===== config.mk =====
export PLATFORM = sky130hd
export DESIGN_NAME = piso_tx_flat
export DESIGN_NICKNAME = d
export VERILOG_FILES = /design/src/rtl/piso_tx_pkg.sv /design/src/rtl/piso_tx_if.sv /design/src/rtl/piso_tx_hold.sv /design/src/rtl/piso_tx.sv /design/src/flat_wrapper.sv
export SDC_FILE = /design/constraint.sdc
export NUM_CORES = 1
export LEC_CHECK = 0
export CELL_PAD_IN_SITES_DETAIL_PLACEMENT = 1
export CELL_PAD_IN_SITES_GLOBAL_PLACEMENT = 1
export CORE_AREA = 2 2 59 61
export DETAILED_ROUTE_END_ITERATION = 7
export DIE_AREA = 0 0 61 63
export PLACE_DENSITY_LB_ADDON = 0.1
export SLEW_MARGIN = 10
export SYNTH_ARGS = -nofsm -noshare
export SYNTH_HDL_FRONTEND = slang
export SYNTH_SLANG_ARGS = --single-unit
export TNS_END_PERCENT = 30

===== constraint.sdc =====
create_clock -name clk -period 2.2 [get_ports clk]
set_clock_uncertainty 0.2 [all_clocks]
set_input_delay 0.55 -clock clk [delete_from_list [all_inputs] [get_ports clk]]
set_output_delay 0.55 -clock clk [all_outputs]
set_load 0.005 [all_outputs]

===== src/rtl/piso_tx_pkg.sv =====
// Shared types and line levels for the piso_tx frame transmitter.
package piso_tx_pkg;
  typedef enum logic [2:0] {
    ST_IDLE,
    ST_START,
    ST_DATA,
    ST_PARITY,
    ST_GAP
  } state_e;

  localparam logic START_LEVEL = 1'b1;
  localparam logic IDLE_LEVEL  = 1'b0;
endpackage


===== src/rtl/piso_tx_if.sv =====
// Word handshake and serial-line bundle between a word source and piso_tx.
interface piso_tx_if #(parameter int WIDTH = 8);
  logic [WIDTH-1:0] p_in;
  logic             in_valid;
  logic             in_ready;
  logic             s_out;
  logic             busy;
  logic             done;

  modport master (output p_in, in_valid, input in_ready, s_out, busy, done);
  modport slave  (input p_in, in_valid, output in_ready, s_out, busy, done);
endinterface


===== src/rtl/piso_tx_hold.sv =====
// Single-entry holding register: load on accept, pop when the shifter takes the word.
module piso_tx_hold #(
  parameter int WIDTH = 8
) (
  input  logic             clk,
  input  logic             reset,
  input  logic             load_i,
  input  logic             pop_i,
  input  logic [WIDTH-1:0] data_i,
  output logic             full_o,
  output logic [WIDTH-1:0] data_o
);
  logic             full_q;
  logic [WIDTH-1:0] data_q;

  always_ff @(posedge clk) begin
    if (reset)       full_q <= 1'b0;
    else if (load_i) full_q <= 1'b1;
    else if (pop_i)  full_q <= 1'b0;
  end

  always_ff @(posedge clk) begin
    if (load_i) data_q <= data_i;
  end

  assign full_o = full_q;
  assign data_o = data_q;
endmodule


===== src/rtl/piso_tx.sv =====
// Framed PISO transmitter: start bit, data MSB-first, optional even parity, idle gap.
// Parity stage is built only when PISO_TX_PARITY_EN is defined.
module piso_tx
  import piso_tx_pkg::*;
#(
  parameter int WIDTH = 8,
  parameter int GAP   = 1
) (
  input logic       clk,
  input logic       reset,
  piso_tx_if.slave  bus
);
  localparam int             CW       = $clog2(WIDTH);
  localparam logic [CW-1:0]  LAST_IDX = CW'(WIDTH - 1);
  localparam logic [3:0]     GAP_LAST = 4'(GAP - 1);

  state_e           state_q, state_d;
  logic [CW-1:0]    cnt_q, cnt_d;
  logic [3:0]       gap_q, gap_d;
  logic [WIDTH-1:0] sh_q, sh_d;
  logic             s_out_q, s_out_d;
  logic             done_q, done_d;
  logic             hold_full, pop, accept, frame_end;
  logic [WIDTH-1:0] hold_data;
`ifdef PISO_TX_PARITY_EN
  logic             par_q, par_d;
`endif

  assign bus.in_ready = ~hold_full & ~reset;
  assign accept       = bus.in_valid & bus.in_ready;

  piso_tx_hold #(.WIDTH(WIDTH)) u_hold (
    .clk    (clk),
    .reset  (reset),
    .load_i (accept),
    .pop_i  (pop),
    .data_i (bus.p_in),
    .full_o (hold_full),
    .data_o (hold_data)
  );

  always_comb begin
    state_d   = state_q;
    cnt_d     = cnt_q;
    gap_d     = gap_q;
    sh_d      = sh_q;
    pop       = 1'b0;
    frame_end = 1'b0;
`ifdef PISO_TX_PARITY_EN
    par_d     = par_q;
`endif
    case (state_q)
      ST_IDLE:  pop = hold_full;
      ST_START: begin
        state_d = ST_DATA;
        cnt_d   = LAST_IDX;
      end
      ST_DATA: begin
        if (cnt_q == '0) begin
`ifdef PISO_TX_PARITY_EN
          state_d = ST_PARITY;
`else
          frame_end = 1'b1;
`endif
        end else begin
          cnt_d = cnt_q - CW'(1);
          sh_d  = {sh_q[WIDTH-2:0], 1'b0};
        end
      end
`ifdef PISO_TX_PARITY_EN
      ST_PARITY: frame_end = 1'b1;
`endif
      ST_GAP: begin
        if (gap_q == '0) begin
          if (hold_full) pop = 1'b1;
          else           state_d = ST_IDLE;
        end else begin
          gap_d = gap_q - 4'd1;
        end
      end
      default: state_d = ST_IDLE;
    endcase

    if (frame_end) begin
      if (GAP > 0) begin
        state_d = ST_GAP;
        gap_d   = GAP_LAST;
      end else if (hold_full) begin
        pop = 1'b1;
      end else begin
        state_d = ST_IDLE;
      end
    end

    // Shifter takes the held word on the same edge the hold register frees.
    if (pop) begin
      state_d = ST_START;
      sh_d    = hold_data;
`ifdef PISO_TX_PARITY_EN
      par_d   = ^hold_data;
`endif
    end

    // Line and done are registered, so they are decoded from the next state.
    case (state_d)
      ST_START:  s_out_d = START_LEVEL;
      ST_DATA:   s_out_d = sh_d[WIDTH-1];
`ifdef PISO_TX_PARITY_EN
      ST_PARITY: s_out_d = par_q;
`endif
      default:   s_out_d = IDLE_LEVEL;
    endcase
`ifdef PISO_TX_PARITY_EN
    done_d = (state_d == ST_PARITY);
`else
    done_d = (state_d == ST_DATA) && (cnt_d == '0);
`endif
  end

  always_ff @(posedge clk) begin
    if (reset) begin
      state_q <= ST_IDLE;
      cnt_q   <= '0;
      gap_q   <= '0;
      sh_q    <= '0;
      s_out_q <= IDLE_LEVEL;
      done_q  <= 1'b0;
`ifdef PISO_TX_PARITY_EN
      par_q   <= 1'b0;
`endif
    end else begin
      state_q <= state_d;
      cnt_q   <= cnt_d;
      gap_q   <= gap_d;
      sh_q    <= sh_d;
      s_out_q <= s_out_d;
      done_q  <= done_d;
`ifdef PISO_TX_PARITY_EN
      par_q   <= par_d;
`endif
    end
  end

  assign bus.s_out = s_out_q;
  assign bus.busy  = (state_q != ST_IDLE);
  assign bus.done  = done_q;
endmodule


===== src/flat_wrapper.sv =====
// flat-port wrapper written by rule: the top's interface ports become plain ports
module piso_tx_flat import piso_tx_pkg::*;
#(
  parameter int WIDTH = 8,
  parameter int GAP   = 1
)
  (clk, reset, bus_p_in, bus_in_valid, bus_in_ready, bus_s_out, bus_busy, bus_done);
  piso_tx_if #(.WIDTH(WIDTH)) bus_i ();
  input logic clk;
  input logic reset;
  input wire logic [$bits(bus_i.p_in)-1:0] bus_p_in;
  input wire logic [$bits(bus_i.in_valid)-1:0] bus_in_valid;
  output wire logic [$bits(bus_i.in_ready)-1:0] bus_in_ready;
  output wire logic [$bits(bus_i.s_out)-1:0] bus_s_out;
  output wire logic [$bits(bus_i.busy)-1:0] bus_busy;
  output wire logic [$bits(bus_i.done)-1:0] bus_done;
  assign bus_i.p_in = bus_p_in;
  assign bus_i.in_valid = bus_in_valid;
  assign bus_in_ready = bus_i.in_ready;
  assign bus_s_out = bus_i.s_out;
  assign bus_busy = bus_i.busy;
  assign bus_done = bus_i.done;
  piso_tx #(.WIDTH(WIDTH), .GAP(GAP)) u_core (.clk(clk), .reset(reset), .bus(bus_i));
endmodule

==> impl_metrics.env <==
export IMPL_core_area_um2=3230
export IMPL_routed_wl_um=2220
export IMPL_routabilityCongestion=0.807
export IMPL_antenna_found_initial=0
export IMPL_worst_setup_path_type="register to primary output"
export IMPL_drtAntennaViolNets=0
export IMPL_finalPower_w=0.00132
export IMPL_p_per_area_nw_per_um2=838
export IMPL_grtUsageTotal_pct=14.0
export IMPL_setup_viol=0
export IMPL_drc=0
export IMPL_worstPathCellList="inv_1 -> nand2_1 -> clkdlybuf4s50_1"
export IMPL_fin_nets=153
export IMPL_synth_top_cells_by_area="dfxtp_1 (32%), edfxtp_1 (19%), a211oi_2 (6.8%)"
export IMPL_min_period_ns=2.08
export IMPL_max_cap_violations=0
export IMPL_slew_viol_final=0
export IMPL_dpl_cell_area_um2=1460
export IMPL_hold_viol=0
export IMPL_die_w_um=61
export IMPL_ys_seq_area_share_pct=50.9
export IMPL_syn_area_um2=1300
export IMPL_numCtsBuffers=5
export IMPL_die_h_um=63
export IMPL_viasPerCell=4.83
export IMPL_drtPass1Iterations=4
export IMPL_yosys_area_top_type="dfxtp_1"
export IMPL_crit_arrival_ns=1.33
export IMPL_clock_latency_ns=0.33
export IMPL_rows=21
export IMPL_root_buffer="clkbuf_4"
export IMPL_wl_per_cell_um=12.0
export IMPL_synth_seq_cells=29
export IMPL_peakVddDrop_uv=443
export IMPL_cts_tree="yes"
export IMPL_initialDrtViolationCount=23
export IMPL_rsz0062_at_grt="false"
export IMPL_cts_setup_buffers=0
export IMPL_numClockSinks=29
export IMPL_end_kind="primary output"
export IMPL_synth_top_area_share_pct=32.4
export IMPL_start_util_pct=40.1
export IMPL_cp_max_fo=6
export IMPL_grt_start_max_net_pins=18
export IMPL_area_delta_synth_final_pct=21.3
export IMPL_cp_num_buf_inv=2
export IMPL_critical_path_max_stage_delay_ns=0.49
export IMPL_clock_path_buffers=2
export IMPL_critPathSlowestCell="clkdlybuf4s50_1"
export IMPL_grt_ovfl_total=0
export IMPL_worst_pin_slew_ns=0.618
export IMPL_status="finished, final reports clean"
export IMPL_synthCells=121
export IMPL_diodes=0
export IMPL_cp_start_kind="register"
export IMPL_clk_pin_slew_ns=0.09
export IMPL_io_pins=15
export IMPL_stdcell_area_um2=1570
export IMPL_r2r_slack_ns=0.15
export IMPL_hold_class="register to register"
export IMPL_yosys_warnings=0
export IMPL_timing_slew_headroom_pct=58.8
export IMPL_fmax_ghz=0.480
export IMPL_timing_final_crit_share_pct=94.6
export IMPL_syn_area_per_cell_um2=10.7
export IMPL_drive_gt1_share_pct=20.9
export IMPL_grt_pass1_vias=870
export IMPL_hold_buffers=0
export IMPL_syn_num_nets=136
export IMPL_die_area_um2=3840
export IMPL_hpwl_um=1620
export IMPL_required_ns=1.45
export IMPL_vias=893
export IMPL_critical_path_top_delay_family="buffers and inverters"
export IMPL_io_buffers=14
export IMPL_htree_levels=2
export IMPL_grt_pass1_wl_um=3900
export IMPL_p_leak_nw=0.648
export IMPL_yosysUniqueCellTypes=37
[cell families after synthesis]
| logic type | after synthesis | share of synthesized area (%) |
|---|---|---|
| simple gates | 39 | 15.6 |
| flops | 29 | 50.9 |
| compound gates | 24 | 15.7 |
| buf+inv | 15 | 6.46 |
| mux | 7 | 5.40 |
| fa+ha+maj | 4 | 3.86 |
| xor+xnor | 3 | 2.03 |
[cell usage in the layout, fill, tap and decap left out, drive strengths merged, types with 2 or more instances in the layout]
cell / count
a211oi: 7
a21o: 2
a21oi: 4
a31oi: 2
and2: 2
buf: 3
bufinv: 2
clkbuf: 5
clkdlybuf4s50: 12
dfxtp: 21
dlygate4sd2: 2
edfxtp: 8
ha: 4
inv: 8
mux2i: 7
nand2: 6
nand3: 3
nor2: 17
nor3b: 2
o21ai: 3
or2: 2
or3: 2
xnor2: 2
[per-stage QoR]
stage	TNS, ns	hold WS (ns)	utilization (%)	setup slack, ns	instances
final	0	0.280	48.7	0.118	185
after detailed placement	-0.235	0.272	45.3	-0.235	177
after CTS	0	0.285	48.5	0.0368	185
after global placement	-0.247	0.260	45.3	-0.247	177
after global routing	0	0.331	48.7	0.0307	185
after floorplan	0	0.244	-	0.388	121
[metal layers]
layer	vias up	wire, µm	track usage [%]
li1	452	-	-
met1	421	951	15.2
met2	17	1170	23.1
met3	3	80	6.21
met4	0	23	5.71
met5	-	0	0
[cell usage after synthesis (all sizes together)]
library cell	n
o21ai	3
ha	4
a21oi	4
buf	5
nand3	3
clkbuf	2
dfxtp	21
or3b	1
and2	2
a2bb2oi	1
a21o	2
and4b	1
a21boi	1
a21bo	1
nor2	17
xor2	1
nand4	1
a31oi	2
xnor2	2
o22ai	1
a31o	1
mux2i	7
nor3b	2
and3b	1
a211oi	7
nand2	6
nor2b	1
a32oi	1
or2	2
inv	8
edfxtp	8
or3	2
[path summary, 6_finish.rpt]
path | startpoint | to | cells after the start
setup / recovery | u_core.state_q[1]$_SDFF_PP0_ | bus_busy | 3
hold / removal | u_core.sh_q[0]$_SDFFE_PP0P_ | u_core.sh_q[0]$_SDFFE_PP0P_ | 2
setup reg to reg | u_core.gap_q[0]$_SDFFE_PP0P_ | u_core.sh_q[4]$_SDFFE_PP0P_ | 6
hold reg to reg | u_core.sh_q[0]$_SDFFE_PP0P_ | u_core.sh_q[0]$_SDFFE_PP0P_ | 2
[where the power goes]
group          internal [W]  leakage, nW  switching [W]  total, W
Clock              0.000352       0.0552       0.000193  0.000545
Combinational     0.0000810        0.346      0.0000841  0.000165
Sequential         0.000588        0.247      0.0000216  0.000610
Total               0.00102        0.648       0.000299   0.00132
[layout make-up]
| type | count | area (µm²) |
|---|---|---|
| fillers | 367 | 1660 |
| flip-flops and latches | 29 | 666 |
| multi-input cells | 77 | 558 |
| repair buffers | 17 | 160 |
| clock inverters | 3 | 65.1 |
| well taps | 46 | 57.6 |
| clock buffers | 5 | 37.5 |
| inverters | 8 | 30.0 |
[registers in the layout, indices dropped and copies added, names as in the netlist]
name and cells:
u_core.bus.done 1, u_core.bus.s_out 1, u_core.cnt_q 3, u_core.gap_q 4, u_core.sh_q 8, u_core.state_q 3, u_core.u_hold.data_o 8, u_core.u_hold.full_o 1
[tightest hold or removal path: cells and delay by family (launching register included)]
kind | cells | cell delay (ns)
DFF | 1 | 0.32
AOI/OAI and AO/OA | 1 | 0.06
and+or+nand+nor | 1 | 0.06
[what timing repair did]
item	in CTS	in global routing
setup endpoints to repair	2	1
pin swaps	1	0
gates resized for setup	4	3
No activity file was read; power rests on OpenSTA's default activity.
